### src/rtl/sobel_window_ctrl_if.sv
// Pixel-stream and line-buffer signal bundle for sobel_window_ctrl.
//   pix_valid_i / pix_data_i / pix_ready_o : upstream grey-pixel handshake
//   lb_rst_o / lb_we_o / lb_data_o          : commands to the double line buffer
//   lb_done_i                               : line buffer reports two lines stored
// master = controller side, slave = upstream source plus line buffer.
interface sobel_window_ctrl_if;
  logic       pix_valid_i;
  logic [7:0] pix_data_i;
  logic       pix_ready_o;
  logic       lb_rst_o;
  logic       lb_we_o;
  logic [7:0] lb_data_o;
  logic       lb_done_i;

  modport master (
    input  pix_valid_i, pix_data_i, lb_done_i,
    output pix_ready_o, lb_rst_o, lb_we_o, lb_data_o
  );

  modport slave (
    output pix_valid_i, pix_data_i, lb_done_i,
    input  pix_ready_o, lb_rst_o, lb_we_o, lb_data_o
  );
endinterface

### src/rtl/sobel_window_ctrl.sv
// Frame controller feeding a double line buffer for a 3x3 Sobel window.
// A start request clears the line buffer for one cycle, then pixels are
// accepted in raster order and written to the line buffer one cycle later,
// together with their column/row and an interior-window flag.
// Ports:
//   clk, rst      : clock, synchronous active-high reset
//   start_i       : frame-start request (honoured only in IDLE)
//   bus           : pixel handshake and line-buffer signals (master side)
//   win_valid_o   : written pixel completes an interior 3x3 window
//   col_o, row_o  : coordinates of the pixel written this cycle
//   busy_o        : frame in progress
//   frame_done_o  : one-cycle pulse with the last write of the frame
//   err_o         : sticky, window claimed before line buffer was primed
module sobel_window_ctrl #(
  parameter int IMG_W = 640,
  parameter int IMG_H = 480,
  parameter int CW    = 10,
  parameter int RW    = 10
) (
  input  logic                clk,
  input  logic                rst,
  input  logic                start_i,
  sobel_window_ctrl_if.master bus,
  output logic                win_valid_o,
  output logic [CW-1:0]       col_o,
  output logic [RW-1:0]       row_o,
  output logic                busy_o,
  output logic                frame_done_o,
  output logic                err_o
);

  localparam logic [CW-1:0] COL_LAST = CW'(IMG_W - 1);
  localparam logic [RW-1:0] ROW_LAST = RW'(IMG_H - 1);

  typedef enum logic [1:0] {IDLE, CLEAR, STREAM, DONE} state_t;

  state_t        state_q, state_d;
  logic          ready_c, lb_rst_c, busy_c, done_c;
  logic          xfer_p0;
  logic [CW-1:0] col_cnt;
  logic [RW-1:0] row_cnt;
  logic          vld_p1;
  logic [7:0]    data_p1;
  logic [CW-1:0] col_p1;
  logic [RW-1:0] row_p1;
  logic          win_p1;
  logic          err_q;
  logic          err_now;

  assign xfer_p0 = bus.pix_valid_i & ready_c;

  always_ff @(posedge clk) begin
    if (rst) state_q <= IDLE;
    else     state_q <= state_d;
  end

  always_comb begin
    state_d  = state_q;
    ready_c  = 1'b0;
    lb_rst_c = 1'b0;
    busy_c   = 1'b1;
    done_c   = 1'b0;
    case (state_q)
      IDLE: begin
        busy_c = 1'b0;
        if (start_i) state_d = CLEAR;
      end
      CLEAR: begin
        lb_rst_c = 1'b1;
        state_d  = STREAM;
      end
      STREAM: begin
        ready_c = 1'b1;
        // Last pixel of the frame accepted: its write lands in DONE.
        if (bus.pix_valid_i && col_cnt == COL_LAST && row_cnt == ROW_LAST)
          state_d = DONE;
      end
      DONE: begin
        done_c  = 1'b1;
        state_d = IDLE;
      end
      default: state_d = IDLE;
    endcase
  end

  // ---- stage p0 -> p1: accept pixel, register write and its coordinates
  always_ff @(posedge clk) begin
    if (rst) begin
      col_cnt <= '0;
      row_cnt <= '0;
      vld_p1  <= 1'b0;
      data_p1 <= '0;
      col_p1  <= '0;
      row_p1  <= '0;
      win_p1  <= 1'b0;
      err_q   <= 1'b0;
    end else begin
      if (state_q == CLEAR) begin
        col_cnt <= '0;
        row_cnt <= '0;
      end else if (xfer_p0) begin
        if (col_cnt == COL_LAST) begin
          col_cnt <= '0;
          row_cnt <= row_cnt + RW'(1);
        end else begin
          col_cnt <= col_cnt + CW'(1);
        end
      end
      vld_p1 <= xfer_p0;
      win_p1 <= xfer_p0 && (col_cnt >= CW'(2)) && (row_cnt >= RW'(2));
      if (xfer_p0) begin
        data_p1 <= bus.pix_data_i;
        col_p1  <= col_cnt;
        row_p1  <= row_cnt;
      end
      if (err_now) err_q <= 1'b1;
    end
  end

  // The error is flagged in the same cycle as the offending window write,
  // then held by err_q.
  assign err_now = win_p1 & ~bus.lb_done_i;

  assign bus.pix_ready_o = ready_c;
  assign bus.lb_rst_o    = lb_rst_c;
  assign bus.lb_we_o     = vld_p1;
  assign bus.lb_data_o   = data_p1;
  assign win_valid_o     = win_p1;
  assign col_o           = col_p1;
  assign row_o           = row_p1;
  assign busy_o          = busy_c;
  assign frame_done_o    = done_c;
  assign err_o           = err_q | err_now;

endmodule

### src/flat_wrapper.sv
// flat-port wrapper written by rule: the top's interface ports become plain ports
module sobel_window_ctrl_flat 
#(
  parameter int IMG_W = 640,
  parameter int IMG_H = 480,
  parameter int CW    = 10,
  parameter int RW    = 10
)
  (clk, rst, start_i, win_valid_o, col_o, row_o, busy_o, frame_done_o, err_o, bus_pix_valid_i, bus_pix_data_i, bus_lb_done_i, bus_pix_ready_o, bus_lb_rst_o, bus_lb_we_o, bus_lb_data_o);
  sobel_window_ctrl_if bus_i ();
  input  logic clk;
  input  logic rst;
  input  logic start_i;
  output logic win_valid_o;
  output logic [CW-1:0] col_o;
  output logic [RW-1:0] row_o;
  output logic busy_o;
  output logic frame_done_o;
  output logic err_o;
  input wire logic [$bits(bus_i.pix_valid_i)-1:0] bus_pix_valid_i;
  input wire logic [$bits(bus_i.pix_data_i)-1:0] bus_pix_data_i;
  input wire logic [$bits(bus_i.lb_done_i)-1:0] bus_lb_done_i;
  output wire logic [$bits(bus_i.pix_ready_o)-1:0] bus_pix_ready_o;
  output wire logic [$bits(bus_i.lb_rst_o)-1:0] bus_lb_rst_o;
  output wire logic [$bits(bus_i.lb_we_o)-1:0] bus_lb_we_o;
  output wire logic [$bits(bus_i.lb_data_o)-1:0] bus_lb_data_o;
  assign bus_i.pix_valid_i = bus_pix_valid_i;
  assign bus_i.pix_data_i = bus_pix_data_i;
  assign bus_i.lb_done_i = bus_lb_done_i;
  assign bus_pix_ready_o = bus_i.pix_ready_o;
  assign bus_lb_rst_o = bus_i.lb_rst_o;
  assign bus_lb_we_o = bus_i.lb_we_o;
  assign bus_lb_data_o = bus_i.lb_data_o;
  sobel_window_ctrl #(.IMG_W(IMG_W), .IMG_H(IMG_H), .CW(CW), .RW(RW)) u_core (.clk(clk), .rst(rst), .start_i(start_i), .bus(bus_i), .win_valid_o(win_valid_o), .col_o(col_o), .row_o(row_o), .busy_o(busy_o), .frame_done_o(frame_done_o), .err_o(err_o));
endmodule
### config.mk
export PLATFORM = sky130hd
export DESIGN_NAME = sobel_window_ctrl_flat
export DESIGN_NICKNAME = d
export VERILOG_FILES = /design/src/rtl/sobel_window_ctrl_if.sv /design/src/rtl/sobel_window_ctrl.sv /design/src/flat_wrapper.sv
export SDC_FILE = /design/constraint.sdc
export NUM_CORES = 1
export LEC_CHECK = 0
export CORE_MARGIN = 2
export CORE_UTILIZATION = 52
export DETAILED_ROUTE_END_ITERATION = 10
export GPL_TIMING_DRIVEN = 0
export PLACE_DENSITY = 0.84
export SETUP_SLACK_MARGIN = 0.02
export SKIP_CTS_REPAIR_TIMING = 1
export SLEW_MARGIN = 20
export SYNTH_ARGS = -nofsm -noshare
export SYNTH_HDL_FRONTEND = slang
export SYNTH_SLANG_ARGS = --single-unit
### constraint.sdc
create_clock -name clk -period 3.5 [get_ports clk]
set_input_delay 1.05 -clock clk [delete_from_list [all_inputs] [get_ports clk]]
set_output_delay 1.05 -clock clk [all_outputs]
set_load 0.02 [all_outputs]
Word-level counts from Yosys, hierarchy flattened
Cells that the tools add are included.
- register bits: 53
- output and inout port bits: 35
- word-level logic and storage cells: 40
- add/sub/neg operators: 2
- $lt $le $gt $ge: 2
- equal/unequal tests: 7
- muxes and demuxes: 8
- bitwise logic cells: 4
- reductions and logical operators: 8
- operator list (cell ; number):
    10-bit by 1-bit adder with 10-bit output, second input constant ; 2
    10-bit by 2-bit >= comparator with 1-bit output, second input constant ; 2
    10-bit equality test, second input constant ; 1
    10-bit by 9-bit equality test with 1-bit output, second input constant ; 1
    10-bit two-way mux ; 1
    2-bit case mux with 4 select lines ; 1
    2-bit equality test, second input constant ; 2
    1-bit logical AND ; 4
    1-bit two-way mux ; 4
    2-bit two-way mux ; 2
    2-bit AND reduction ; 2
    1-bit AND ; 2
    2-bit by 1-bit equality test with 1-bit output, second input constant ; 1
    2-bit zero test ; 1
    2-bit by 1-bit inequality test with 1-bit output, second input constant ; 1
    2-bit inequality test, second input constant ; 1
    2-bit OR reduction ; 1
    1-bit inverter ; 1
    1-bit OR ; 1

Depth between registers and ports, before layout
Gate-level depths: netlist of the first run.
- depth in word-level cells: 5
- depth in mapped cells: 8
- mapped depth without buffers: 6

Worst setup path before layout of the first run
Ideal clock, no wire load.
- path kind: in2out
- start: in bus_lb_done_i
- end: out err_o
- arrival time: 1301 ps
- path slack: 1149 ps
- stages on the path: 2
- path buffers: 0
- cell sequence: inv_1 -> a21o_1
- longest elaborated chain between the ends: 3
- ends and longest elaborated chain (element ; line ; RTL):
    from (decl) ; flat_wrapper.sv:22 ; input wire logic [$bits(bus_i.lb_done_i)-1:0] bus_lb_done_i;
    1-bit inverter ; sobel_window_ctrl.sv:122 ; assign err_now = win_p1 & ~bus.lb_done_i;
    1-bit AND ; sobel_window_ctrl.sv:122 ;
    1-bit OR ; sobel_window_ctrl.sv:133 ; assign err_o = err_q | err_now;
    to (decl) ; flat_wrapper.sv:19 ; output logic err_o;
Every way passes these cells.

Worst setup path in the final report of the first run
Same ends and word-level chain as after synthesis.

==> flow_summary.toml, run 1 <==
[timing]
tns_ns = 0
finClkSkew_ns = 0.0108
finalHoldWorstSlack_ns = 0.457
slew_viol_final = 0
relSlewSlack_pct = 58.0
finalHoldViolCount = 0
min_period_over_period_pct = 94.5
layout_min_cycle_time_ns = 3.31
setup_viol = 0
fmax_ghz = 0.302
worst_pin_slew_ns = 0.624
rsz0062_at_grt = "no"

[worst_setup_path]
crit_chain = "clkdlybuf4s50_1, inv_1, a21o_1, clkdlybuf4s50_1"
r2r-start = "u_core.state_q[0]$_SDFFE_PP0P_"
endpoint_kind = "primary output"
rrSetupSlack_ns = 1.29
crit_path_max_fanout = 2
critPathTopFamily = "buffers and inverters"
r2r_end = "u_core.row_cnt[4]$_SDFFE_PP0P_"
cp_slowest_cell = "clkdlybuf4s50_1"
crit_top_cell = "clkdlybuf4s50_1"
max_stage_delay_ns = 0.53
crit_type = "input port to primary output"
reg2regPathDepth = 7
worstPathBufferInverterCount = 3
worstPathArrival_ns = 2.26
start_kind = "input port"
worstPathRequired_ns = 2.45

[worst_hold_path]
hold_start = "u_core.row_o[2]$_SDFFE_PP0P_"
hold_path_class = "flop to flop"
worstHoldEndpoint = "u_core.row_o[2]$_SDFFE_PP0P_"
whs_path_depth = 2

[floorplan]
die_area_sq_mm = 0.00493
core_area_sq_mm = 0.00429
dieHeight_microns = 70.2
die-width_microns = 70.2
start_util_pct = 53.1
io_pins = 48
core.rowCount = 24

[grt]
antenna_found_initial = 0
grt_max_degree = 17
overflow = 0
grt_pass1_wl_microns = 8570
grt_pass1_vias = 1933
grt_usage_pct = 21.6

[job]
drv_cap = 0

[route]
route.detailed.drc = 0
firstDrtPassIters = 4
drtIter0Drc = 131
num_vias = 2108
totalWireLength_microns = 4990
routed_via_density = 5.48
ant_nets = 0
wl_per_cell_microns = 13.0

[final_layout]
final_cell_mix = "65 x nand2_1, 53 x dfxtp_1, 46 x clkdlybuf4s50_1"
num-nets-final = 354
fillCellCount = 365
antenna_cells = 0
syn2layout_area_growth_pct = 26.9
final_common_cell = "nand2_1"
design_area_sq_mm = 0.00289
drive_above_1_share_pct = 3.90

[logic_synthesis]
synth_edf_count = 0
synth.avg_cell_area_sq_um = 8.17
syn-cell-area_sq_mm = 0.00228
ys.flop_type = "dfxtp_1"
ys_warn_count = 0
async_flop_share_pct = 0
ys_ff_latch = 53
postSynthCellCount = 279
mappedNetlistNets = 301
synth_seq_area_share_pct = 46.6
yosysUniqueCellTypes = 35

[clocking]
numCtsBuffers = 5
clk_pin_slew_ns = 0.09
cts_tree = "built"
cts_htree_levels = 2
cts_root_buf = "clkbuf_8"
insertion_delay_ns = 0.31
cts.sinks = 53
cts_buffer_depth = 2

[outcome]
outcome = "completed"

[placement]
post_dp_cell_area_sq_mm = 0.00280
dpl.hpwl_microns = 3650
io_buffers = 46
globalplace.congestion = 0.895

[pwr]
peakVddDrop_v = 0.000213
p_per_area_mw_per_mm2 = 423
p_leak_nw = 0.979
## cell usage after synthesis (all sizes together), types with 2 or more instances
cell     n  area (sq um)
a211oi   2          15.0
a21o     2          15.0
a21oi   37           185
and3     3          18.8
clkbuf  16          60.1
dfxtp   53          1060
ha       9           113
inv      8          30.0
nand2   65           244
nand2b   2          12.5
nand3   12          70.1
nand4    5          31.3
nor2    16          60.1
nor2b    2          12.5
nor3     3          15.0
nor4     8          50.1
o211ai   3          22.5
o21ai    2          10.0
o31ai    3          22.5
or3      2          12.5
or3b     2          17.5
or4      7          52.6
xnor2    5          43.8
xor2     3          26.3
## stage by stage
step	instances	power [mW]	utilization, %	setup slack (ns)
2_1_floorplan	279	0.798	-	1.15
3_3_place_gp	377	0.889	65.3	0.212
3_5_place_dp	377	0.895	65.3	0.198
4_1_cts	385	1.23	67.3	0.198
5_1_grt	385	1.28	67.3	0.133
6_report	385	1.22	67.3	0.193
## per-layer routing
metal / vias up / GRT usage (%) / wire length (microns)
met3: 10 / 4.91 / 252
li1: 1062 / - / -
met2: 62 / 37.0 / 2510
met1: 974 / 26.0 / 2140
met5: - / 0 / 0
met4: 0 / 8.76 / 85
## how the worst max path moves through the flow
stage | slack (ns) | endpoint | from | depth (start not counted)
global route | 0.13 | err_o | bus_lb_done_i | 4
global placement | 0.21 | err_o | bus_lb_done_i | 4
floorplan | 1.15 | err_o | bus_lb_done_i | 2
detailed placement | 0.20 | err_o | bus_lb_done_i | 4
CTS | 0.20 | err_o | bus_lb_done_i | 4
finish | 0.19 | err_o | bus_lb_done_i | 4
## logic make-up (layout without fill, tap and decap cells)
group           after synthesis  count (layout)  share of synthesized area, %
buf+inv                      25              79                          4.17
fa+ha+maj                     9               9                          4.94
compound gates               49              49                          11.9
simple gates                134             134                          28.9
mux                           1               1                         0.439
xor+xnor                      8               8                          3.08
flops                        53              53                          46.6
## sequential cells by signal (all words and copies together) (netlist names)
register              count
u_core.col_cnt           10
u_core.col_o             10
u_core.row_cnt           10
u_core.row_o             10
u_core.bus.lb_data_o      8
u_core.state_q            2
u_core.bus.lb_we_o        1
u_core.err_q              1
u_core.win_valid_o        1
## worst min-delay path: stages, from the launching register on
cell     delay (ns)
dfxtp_1        0.32
nand2_1        0.05
a21oi_1        0.05
## layout make-up
type	instances	area, sq um	share of cell area, %
plain buffers	17	65.1	2.25
inverters	8	30.0	1.04
flip-flops and latches	53	1060	36.7
well taps	52	65.1	2.25
repair buffers	46	460	15.9
clock inverters	2	13.8	0.476
multi-input cells	201	1120	38.8
clock buffers	6	72.6	2.51
## power by group
| group | total (mW) | switching [mW] | leakage [nW] | internal [mW] |
|---|---|---|---|---|
| Combinational | 0.242 | 0.144 | 0.506 | 0.0974 |
| Clock | 0.343 | 0.200 | 0.0456 | 0.143 |
| Sequential | 0.638 | 0.0153 | 0.427 | 0.623 |
| Total | 1.22 | 0.360 | 0.979 | 0.863 |
(Power assumes the default switching activity.)
==> run 2, diff against run 1 <==
--- a/config.mk
+++ b/config.mk
@@ -9,7 +9,8 @@
 export CORE_UTILIZATION = 52
 export DETAILED_ROUTE_END_ITERATION = 10
 export GPL_TIMING_DRIVEN = 0
-export PLACE_DENSITY = 0.84
+export HOLD_SLACK_MARGIN = 0.08
+export PLACE_DENSITY = 0.81
 export SETUP_SLACK_MARGIN = 0.02
 export SKIP_CTS_REPAIR_TIMING = 1
 export SLEW_MARGIN = 20
==> flow_summary.toml, run 2 (synthesis results as in run 1) <==
[grt]
grt_max_degree = 17
grt_pass1_vias = 1985
overflow = 0
antenna_found_initial = 0
grt_usage_pct = 21.2
grt_pass1_wl_microns = 8620

[timing]
min_period_over_period_pct = 93.8
layout_setup_ws_ns = 0.218
setup_viol = 0
rsz0062_at_grt = "no"
finClkSkew_ns = 0.0104
relSlewSlack_pct = 55.8
slew_viol_final = 0
worst_pin_slew_ns = 0.657
fmax_ghz = 0.305
layout_min_cycle_time_ns = 3.28
tns_ns = 0
finalHoldViolCount = 0

[route]
num_vias = 2129
routed_via_density = 5.53
ant_nets = 0
route.detailed.drc = 0
drtIter0Drc = 147
totalWireLength_microns = 5010
firstDrtPassIters = 4
wl_per_cell_microns = 13.0

[floorplan]
dieHeight_microns = 70.2
start_util_pct = 53.1
io_pins = 48
die_area_sq_mm = 0.00493
die-width_microns = 70.2
core_area_sq_mm = 0.00429
core.rowCount = 24

[placement]
dpl.hpwl_microns = 3610
post_dp_cell_area_sq_mm = 0.00280
globalplace.congestion = 0.879
post-place-ws_ns = 0.212
io_buffers = 46
dpl.cell_count = 377

[clocking]
cts_buffer_depth = 2
cts_root_buf = "clkbuf_8"
cts_tree = "built"
clk_pin_slew_ns = 0.09
cts_htree_levels = 2
cts.sinks = 53
insertion_delay_ns = 0.31
numCtsBuffers = 5

[worst_setup_path]
crit_type = "input port to primary output"
crit_chain = "clkdlybuf4s50_1, inv_1, a21o_1, clkdlybuf4s50_1"
worstPathArrival_ns = 2.23
max_stage_delay_ns = 0.53
cp_slowest_cell = "clkdlybuf4s50_1"
worstPathRequired_ns = 2.45
crit_top_cell = "clkdlybuf4s50_1"
start_kind = "input port"
endpoint_kind = "primary output"
crit_path_max_fanout = 2

[pwr]
p_per_area_mw_per_mm2 = 448
peakVddDrop_v = 0.000189
p_leak_nw = 0.991

[final_layout]
final_cell_mix = "65 x nand2_1, 53 x dfxtp_1, 46 x clkdlybuf4s50_1"
design_area_sq_mm = 0.00292
drive_above_1_share_pct = 4.20
final_cells = 385
final_util_pct = 68.1
num-nets-final = 354
syn2layout_area_growth_pct = 28.3
final_common_cell = "nand2_1"
antenna_cells = 0

[outcome]
outcome = "completed"

[job]
drv_cap = 0

[worst_hold_path]
hold_path_class = "flop to flop"
-- run 2: metal layers --
layer	track usage, %	routed length, microns	up-vias	part of all wire [%]
met4	6.84	55	0	1.1
met3	4.18	241	8	4.8
met1	26.1	2180	1008	44
li1	-	-	1061	-
met5	0	0	-	0
met2	37.2	2530	52	51
-- run 2: layout make-up --
| class | count | area, sq um |
|---|---|---|
| Timing Repair Buffer | 46 | 460 |
| Sequential cell | 53 | 1060 |
| Inverter | 8 | 30.0 |
| Tap cell | 52 | 65.1 |
| Clock buffer | 6 | 82.6 |
| Multi-Input combinational cell | 201 | 1120 |
| Buffer | 17 | 65.1 |
| Fill cell | 378 | 1370 |
| Clock inverter | 2 | 37.5 |
-- run 2: final timing paths --
kind | cells after the start | slack, ns | start | to
setup / recovery | 4 | 0.22 | bus_lb_done_i | err_o
hold / removal | 2 | 0.46 | u_core.bus.lb_data_o[1]$_SDFFE_PP0P_ | u_core.bus.lb_data_o[1]$_SDFFE_PP0P_
setup reg to reg | 7 | 1.30 | u_core.state_q[0]$_SDFFE_PP0P_ | u_core.row_cnt[4]$_SDFFE_PP0P_
hold reg to reg | 2 | 0.46 | u_core.bus.lb_data_o[1]$_SDFFE_PP0P_ | u_core.bus.lb_data_o[1]$_SDFFE_PP0P_
-- run 2: through the flow --
stage | power (mW) | hold slack [ns]
2_1_floorplan | 0.798 | 0.450
3_3_place_gp | 0.889 | 0.441
3_5_place_dp | 0.893 | 0.447
4_1_cts | 1.32 | 0.460
5_1_grt | 1.37 | 0.481
6_report | 1.31 | 0.457
-- run 2: report_power, final --
part	switching [mW]	total (mW)	internal [mW]
Sequential	0.0165	0.639	0.623
Clock	0.199	0.431	0.233
Combinational	0.143	0.239	0.0967
-- run 2: worst max-delay path, delay by kind of cell --
family | cells | cell delay (ns)
buffers and inverters | 3 | 1.01
AO/OA/AOI/OAI | 1 | 0.17
==> run 3, diff against run 2 <==
--- a/config.mk
+++ b/config.mk
@@ -5,7 +5,7 @@
 export SDC_FILE = /design/constraint.sdc
 export NUM_CORES = 1
 export LEC_CHECK = 0
-export CORE_MARGIN = 2
+export CORE_MARGIN = 8
 export CORE_UTILIZATION = 52
 export DETAILED_ROUTE_END_ITERATION = 10
 export GPL_TIMING_DRIVEN = 0
==> flow_summary.toml, run 3 (synthesis results as in run 1) <==
[outcome]
outcome = "completed"

[worst_setup_path]
crit_path_max_fanout = 2
endpoint_kind = "primary output"
cp.depth = 4
r2r-start = "u_core.state_q[0]$_SDFFE_PP0P_"
crit_chain = "clkdlybuf4s50_1, inv_1, a21o_1, clkdlybuf4s50_1"
worstPathRequired_ns = 2.45
crit_type = "input port to primary output"
worstPathBufferInverterCount = 3
critPathTopFamily = "buffers and inverters"
endpoint = "err_o"
cp_slowest_cell = "clkdlybuf4s50_1"
start_kind = "input port"
rrSetupSlack_ns = 1.30
worstPathArrival_ns = 2.24
reg2regPathDepth = 7
critPathLaunch = "bus_lb_done_i"
r2r_end = "u_core.row_cnt[3]$_SDFFE_PP0P_"
max_stage_delay_ns = 0.53
crit_top_cell = "clkdlybuf4s50_1"

[floorplan]
die-width_microns = 82.2
io_pins = 48
dieHeight_microns = 82.2
die_area_sq_mm = 0.00676
start_util_pct = 53.1
core.rowCount = 24
core_area_sq_mm = 0.00429

[timing]
layout_min_cycle_time_ns = 3.29
worst_pin_slew_ns = 0.625
finalHoldViolCount = 0
min_period_over_period_pct = 93.9
rsz0062_at_grt = "no"
relSlewSlack_pct = 57.9
slew_viol_final = 0
fmax_ghz = 0.304
setup_viol = 0
tns_ns = 0
layout_setup_ws_ns = 0.213
finClkSkew_ns = 0.00661

[placement]
post-place-ws_ns = 0.206
globalplace.congestion = 0.892
dpl.hpwl_microns = 3840
io_buffers = 46
dpl.cell_count = 377

[pwr]
combinationalPowerShare_pct = 18.5
p_int_mw = 0.953
pwr-share-clk_pct = 32.7
swShare_pct = 27.1
p_leak_nw = 0.992
total_power_mw = 1.31
p_per_area_mw_per_mm2 = 448
peakVddDrop_v = 0.000205
p_sw_mw = 0.355
seqPwrFrac_pct = 48.8

[final_layout]
syn2layout_area_growth_pct = 28.2
fillCellCount = 351
num-nets-final = 354
antenna_cells = 0
drive_above_1_share_pct = 3.90
final_cell_mix = "65 x nand2_1, 53 x dfxtp_1, 46 x clkdlybuf4s50_1"
final_cells = 385
final_common_cell = "nand2_1"

[grt]
met3_usage_pct = 5.09
grt_usage_pct = 16.5
grtUsageMet2_pct = 28.0
grt_pass1_wl_microns = 8850
met1_usage_pct = 18.4
grt_most_used_layer = "met2"
grt_pass1_vias = 2020
grt_max_degree = 16
antenna_found_initial = 0
overflow = 0

[route]
firstDrtPassIters = 4
route.detailed.drc = 0
routed_via_density = 5.34
drtIter0Drc = 126
ant_nets = 0
totalWireLength_microns = 5240
num_vias = 2054
wl_per_cell_microns = 13.6

[clocking]
insertion_delay_ns = 0.31
cts_root_buf = "clkbuf_8"
cts_htree_levels = 2
cts_tree = "built"
cts_buffer_depth = 2
numCtsBuffers = 5
cts.sinks = 53
clk_pin_slew_ns = 0.08

[job]
drv_cap = 0

[worst_hold_path]
hold_path_class = "flop to flop"
## run 3: cell count changes in the layout (fill, tap and decap cells not counted), sizes merged
cell | before | now
clkbuf | 22 | 23
clkinvlp | 1 | 0
## run 3: power groups by stage
stage	clock (mW)	sequential (mW)	combinational [mW]
6_report	0.427	0.638	0.242
5_1_grt	0.462	0.642	0.268
4_1_cts	0.437	0.639	0.245
3_5_place_dp	0	0.652	0.244
3_3_place_gp	0	0.652	0.240
2_1_floorplan	0	0.663	0.136
## run 3: worst reg2reg max path: cells and delay by family, from the launching register on
family / cells / cell delay (ns)
AND/OR/NAND/NOR: 4 / 1.15
buffers and inverters: 2 / 0.37
flip-flops: 1 / 0.36
adder cells (fa/ha/maj): 1 / 0.27
## run 3: metal layers
metal / up-vias / wire, microns / share of wire, %
met2: 46 / 2590 / 49
li1: 1062 / - / -
met3: 8 / 326 / 6.2
met1: 938 / 2250 / 43
met4: 0 / 76 / 1.5
met5: - / 0 / 0
## run 3: final cells by class
| cell class | instances | area, sq um | area share [%] |
|---|---|---|---|
| multi-input combinational | 201 | 1120 | 38.4 |
| sequential | 53 | 1060 | 36.3 |
| timing repair buffer | 46 | 460 | 15.8 |
| clock buffer | 7 | 86.3 | 2.96 |
| buffer | 17 | 65.1 | 2.23 |
| tap | 52 | 65.1 | 2.23 |
| clock inverter | 1 | 30.0 | 1.03 |
| inverter | 8 | 30.0 | 1.03 |
## run 3: worst min path at each step
stage                                                     from                                   end  slack, ns  cells past startpoint
after floorplan                 u_core.row_cnt[9]$_SDFFE_PP0P_          u_core.row_o[9]$_SDFFE_PP0P_       0.45                      2
after global routing              u_core.col_o[6]$_SDFFE_PP0P_          u_core.col_o[6]$_SDFFE_PP0P_       0.48                      2
after detailed placement  u_core.bus.lb_data_o[5]$_SDFFE_PP0P_  u_core.bus.lb_data_o[5]$_SDFFE_PP0P_       0.45                      2
after global placement    u_core.bus.lb_data_o[6]$_SDFFE_PP0P_  u_core.bus.lb_data_o[6]$_SDFFE_PP0P_       0.44                      2
after CTS                 u_core.bus.lb_data_o[5]$_SDFFE_PP0P_  u_core.bus.lb_data_o[5]$_SDFFE_PP0P_       0.46                      2
final                             u_core.row_o[7]$_SDFFE_PP0P_          u_core.row_o[7]$_SDFFE_PP0P_       0.46                      2
## run 3: stage by stage
step / cell area (sq um) / utilization, % / hold slack, ns
2_1_floorplan: 2280 / - / 0.450
3_3_place_gp: 2800 / 65.3 / 0.441
3_5_place_dp: 2800 / 65.3 / 0.447
4_1_cts: 2920 / 68.0 / 0.460
5_1_grt: 2920 / 68.0 / 0.482
6_report: 2920 / 68.0 / 0.457
